File: src/rtl/convert_fp_if.sv
// Stream bundle for the linear-to-floating-point converter: magnitude in, exponent/significand out.
interface convert_fp_if;
    logic        in_valid;
    logic [10:0] magnitude;
    logic        out_valid;
    logic [2:0]  exponent;
    logic [3:0]  significand;
    logic        fifth_bit;

    modport master (
        output in_valid, magnitude,
        input  out_valid, exponent, significand, fifth_bit
    );

    modport slave (
        input  in_valid, magnitude,
        output out_valid, exponent, significand, fifth_bit
    );
endinterface

File: src/rtl/convert_fp.sv
// Converts an 11-bit magnitude to a 3-bit exponent / 4-bit significand with a 1-cycle latency.
// Define CONVERT_FP_ROUND_EN to round the registered result using the first discarded bit.
module convert_fp (
    input  logic         clk,
    input  logic         rst_n,
    convert_fp_if.slave  bus
);

    logic       valid_q, valid_d;
    logic [2:0] exp_q, exp_d;
    logic [3:0] sig_q, sig_d;
    logic       fifth_q, fifth_d;

    logic [2:0]  exp_raw;
    logic [11:0] shifted;
    logic [3:0]  sig_raw;
    logic        fifth_raw;

    // Priority encoder over bits 10..4; the highest set bit wins.
    always_comb begin
        exp_raw = 3'd0;
        for (int i = 4; i <= 10; i++) begin
            if (bus.magnitude[i]) begin
                exp_raw = 3'(i - 3);
            end
        end
    end

    // Appending a zero makes the discarded bit read as 0 when nothing is shifted out.
    assign shifted   = {bus.magnitude, 1'b0} >> exp_raw;
    assign sig_raw   = shifted[4:1];
    assign fifth_raw = shifted[0];

    always_comb begin
        valid_d = bus.in_valid;
        exp_d   = exp_q;
        sig_d   = sig_q;
        fifth_d = fifth_q;
        if (bus.in_valid) begin
            exp_d   = exp_raw;
            sig_d   = sig_raw;
            fifth_d = fifth_raw;
`ifdef CONVERT_FP_ROUND_EN
            if (fifth_raw) begin
                if (sig_raw != 4'd15) begin
                    sig_d = sig_raw + 4'd1;
                end else if (exp_raw != 3'd7) begin
                    sig_d = 4'd8;
                    exp_d = exp_raw + 3'd1;
                end
            end
`endif
        end
    end

    always_ff @(posedge clk or negedge rst_n) begin
        if (!rst_n) begin
            valid_q <= 1'b0;
            exp_q   <= 3'd0;
            sig_q   <= 4'd0;
            fifth_q <= 1'b0;
        end else begin
            valid_q <= valid_d;
            exp_q   <= exp_d;
            sig_q   <= sig_d;
            fifth_q <= fifth_d;
        end
    end

    assign bus.out_valid   = valid_q;
    assign bus.exponent    = exp_q;
    assign bus.significand = sig_q;
    assign bus.fifth_bit   = fifth_q;

endmodule

File: src/flat_wrapper.sv
// flat-port wrapper written by rule: the top's interface ports become plain ports
module convert_fp_flat 
  (clk, rst_n, bus_in_valid, bus_magnitude, bus_out_valid, bus_exponent, bus_significand, bus_fifth_bit);
  convert_fp_if bus_i ();
  input  logic clk;
  input  logic rst_n;
  input wire logic [$bits(bus_i.in_valid)-1:0] bus_in_valid;
  input wire logic [$bits(bus_i.magnitude)-1:0] bus_magnitude;
  output wire logic [$bits(bus_i.out_valid)-1:0] bus_out_valid;
  output wire logic [$bits(bus_i.exponent)-1:0] bus_exponent;
  output wire logic [$bits(bus_i.significand)-1:0] bus_significand;
  output wire logic [$bits(bus_i.fifth_bit)-1:0] bus_fifth_bit;
  assign bus_i.in_valid = bus_in_valid;
  assign bus_i.magnitude = bus_magnitude;
  assign bus_out_valid = bus_i.out_valid;
  assign bus_exponent = bus_i.exponent;
  assign bus_significand = bus_i.significand;
  assign bus_fifth_bit = bus_i.fifth_bit;
  convert_fp u_core (.clk(clk), .rst_n(rst_n), .bus(bus_i));
endmodule
File: config.mk
export PLATFORM = sky130hd
export DESIGN_NAME = convert_fp_flat
export DESIGN_NICKNAME = d
export VERILOG_FILES = /design/src/rtl/convert_fp_if.sv /design/src/rtl/convert_fp.sv /design/src/flat_wrapper.sv
export SDC_FILE = /design/constraint.sdc
export NUM_CORES = 1
export LEC_CHECK = 0
export CAP_MARGIN = 30
export CORE_MARGIN = 3
export CORE_UTILIZATION = 48
export CTS_CLUSTER_SIZE = 14
export DETAILED_ROUTE_END_ITERATION = 8
export HOLD_SLACK_MARGIN = 0.12
export PLACE_DENSITY = 0.84
export SLEW_MARGIN = 30
export SYNTH_ARGS = -nofsm -noshare
export SYNTH_HDL_FRONTEND = slang
export SYNTH_SLANG_ARGS = --single-unit
File: constraint.sdc
create_clock -name clk -period 2.21 [get_ports clk]
set_input_delay 0.221 -clock clk [delete_from_list [all_inputs] [get_ports clk]]
set_output_delay 0.221 -clock clk [all_outputs]
set_load 0.03 [all_outputs]
==> results by group <==
Critical path
  • Reg2reg start: u_core.bus.significand[1]
  • CP Capture Type: flip-flop
  • R2R Path End: u_core.bus.significand[1]
  • WS Path Type: in2reg
  • CP max stage cell: clkdlybuf4s50_1
  • Crit path required time: roughly 2400 ps
  • Critical Path, Cell by Cell: clkdlybuf4s50_1, inv_1, o21ai_1, nor3_1, o31ai_1, nand4_1
  • Highest cell delay on the worst timing path: 730 ps
  • Register-to-Register Path Depth: 2
  • Reg2reg setup slack: roughly 1400 ps
  • CP Launch Type: primary input
  • CP max FO: 9
  • Critical path arrival: 1820 ps

Logic synthesis
  • Post-synth ARST share: 100.0%
  • Yosys warnings: 0
  • Number of enable flip-flop cells after synthesis: 0
  • Syn Area/Cell: roughly 8.5 µm²
  • Post-synth top area share: 30.41%
  • Area of the mapped netlist: between 700 and 800 µm²
  • Main combinational cell family by area after synthesis: compound AO/OA/AOI/OAI gates
  • Synth Instances: 87
  • Adder-Cell Fraction of Synth Area: 0%
  • Area leader, netlist: dfrtp_1
  • Largest cells by area after synthesis: dfrtp_1, a21oi_1, mux2i_1
  • Simple-gate share of the synthesized area: 19.09%
  • Synthesized net count: 101
  • Synth Area in Compound Gates: a little over a third
  • Synth Area in XOR/XNOR: 0%
  • Register area share after synthesis: a little under a third
  • Distinct cells, synth: between 40 and 50
  • Top-count cell post-synth: dfrtp_1
  • Synth Register Bits: 9
  • Commonest cells in the netlist: dfrtp_1, a21oi_1, nor2_1
  • Multiplexer share of the synthesized area: 5.405%
  • Ys flop type: dfrtp_1

Outcome
  • Status: completed

Clock network
  • H-tree Lvls: 1
  • Clock root cell: clkbuf_4
  • Post-CTS setup repair buffer count: 0
  • Post-CTS resize count: 0
  • # hold bufs at CTS: 0
  • CTS sink count: 9
  • CTS tree: yes
  • Worst-Skew Late Latency: 260 ps
  • Maximum clock path buffer count: 2
  • Clock buffer count from CTS: 3
  • Clock transition at path regs: approximately 60 ps

Global routing
  • First-pass GRT wire length: 3318 µm
  • Total GRT Usage: between 20 and 25%
  • Vias in the first global route: 744
  • Met1 GRT Util: a little under a third
  • Initial antenna violation count: 0
  • Most used routing layer: met2
  • Pin count of the biggest net entering global routing: 13
  • Met2 usage: a little over a third
  • GRT met3 Usage: 7.570%
  • Grt ovf: 0

Pwr
  • Leakage: 0.3928 nW
  • Pwr dens: approximately 500 nW/µm²
  • Worst vdd ir: 425.2 µV

STA
  • RSZ-0062 raised after global routing: no
  • Tcrit/Tclk final: between 70% and 80%
  • Fin. max-slew vios: 0
  • Least-Margin Pin Slew: 420.3 ps
  • Fin. Hold Viols: 0
  • FMAX: ~0.60 GHz
  • Clock Skew: 0 ps
  • WHS: 246.8 ps
  • Setup TNS: 0 ps
  • Max_slew headroom: 71.89%
  • Final setup vio count: 0
  • Min Tclk post-route: 1674 ps

Finish
  • Nets: 125
  • Area growth from synthesis to layout: 32.60%
  • Layout cells sized above 1: 13.64%
  • Ant diodes: 0
  • Fillers: about 110

Drt
  • Final wirelength: approximately 2000 µm
  • Drc violations: 0
  • Routed WL per cell: roughly 16 µm
  • Antenna-violating nets left: 0
  • Vias per std cell: 6.208
  • Initial DRC count: 40
  • DR pass1 iterations: 4
  • Via count: 776

Floorplan
  • Die H: ~45 µm
  • Core area: 1366 µm²
  • Die Area: 2050 µm²
  • FP Rows: 13
  • Die W: approximately 45 µm
  • Initial Utilization: 54.21%
  • IO Pins: 23

Placement
  • Routability Congestion: 0.8830
  • Dpl hpwl: about 1500 µm
  • PortBufs: 22

Worst hold path
  • Worst hold path type: in2async

Flow run
  • Max_cap viols: 0
## report_power, final
group	switching (W)	leakage [nW]	internal, W
Combinational	0.000101	0.280	0.0000774
Clock	0.0000575	0.0150	0.0000696
Sequential	0.00000652	0.0978	0.000179
## how the worst max path moves through the flow
stage / from / to / slack, ps / depth (start not counted)
floorplan: bus_magnitude[5] / u_core.bus.fifth_bit / 940 / 5
global placement: bus_magnitude[5] / u_core.bus.significand[1] / 330 / 6
detailed placement: bus_magnitude[10] / u_core.bus.significand[0] / 290 / 6
CTS: bus_magnitude[7] / u_core.bus.significand[0] / 570 / 6
global route: bus_magnitude[9] / u_core.bus.significand[1] / 410 / 6
finish: bus_magnitude[10] / u_core.bus.significand[0] / 540 / 6
## kinds of logic after synthesis
logic type	count (synthesis)
buffers and inverters	12
muxes	4
AOI/OAI and AO/OA	37
DFF	9
and+or+nand+nor	25
## layout by cell type, fill, tap and decap left out, types with 2 or more instances in the layout
master,count
clkdlybuf4s50_1,22
dfrtp_1,9
a21oi_1,8
nor2_1,7
inv_1,6
o21ai_0,6
mux2i_1,4
nand2_1,3
clkbuf_4,3
o21ai_1,2
nor3_1,2
a211o_1,2
nand2_2,2
o211ai_1,2
nand3_1,2
a21o_1,2
o31ai_1,2
buf_4,2
## per-layer routing
metal	part of all wire, %	routed length (µm)
met1	43	865
met2	48	950
met4	0.30	6
met3	8.7	173
met5	0	0
## final cells by class
type	instances	area (µm²)	share of cell area, %
repair buffers	24	235.2	23.95
flip-flops and latches	9	225.2	22.93
multi-input cells	66	450.4	45.86
clock buffers	4	26.28	2.675
well taps	15	18.77	1.911
inverters	7	26.28	2.675
## per-stage QoR
step	std cells	setup slack (ps)	utilization, %	cell area [µm²]	power (W)
2_1_floorplan	87	944.5	-	740.7	0.0002908
3_3_place_gp	121	325.6	69.96	955.9	0.0003621
3_5_place_dp	121	285.3	69.96	955.9	0.0003642
4_1_cts	125	574.2	71.89	982.2	0.0004919
5_1_grt	125	405.8	71.89	982.2	0.0005190
6_report	125	535.8	71.89	982.2	0.0004904
## registers in the layout (all words and copies together), names as in the netlist
signal / cells
u_core.bus.fifth_bit: 1
u_core.bus.out_valid: 1
u_core.bus.significand: 4
u_core.bus.exponent: 3
## worst max-delay path: cells and delay by family
kind	cells	cell delay, ps
AO/OA/AOI/OAI	2	450
buffers and inverters	2	930
AND/OR/NAND/NOR	2	220
Power figures use the tool's default switching activity.
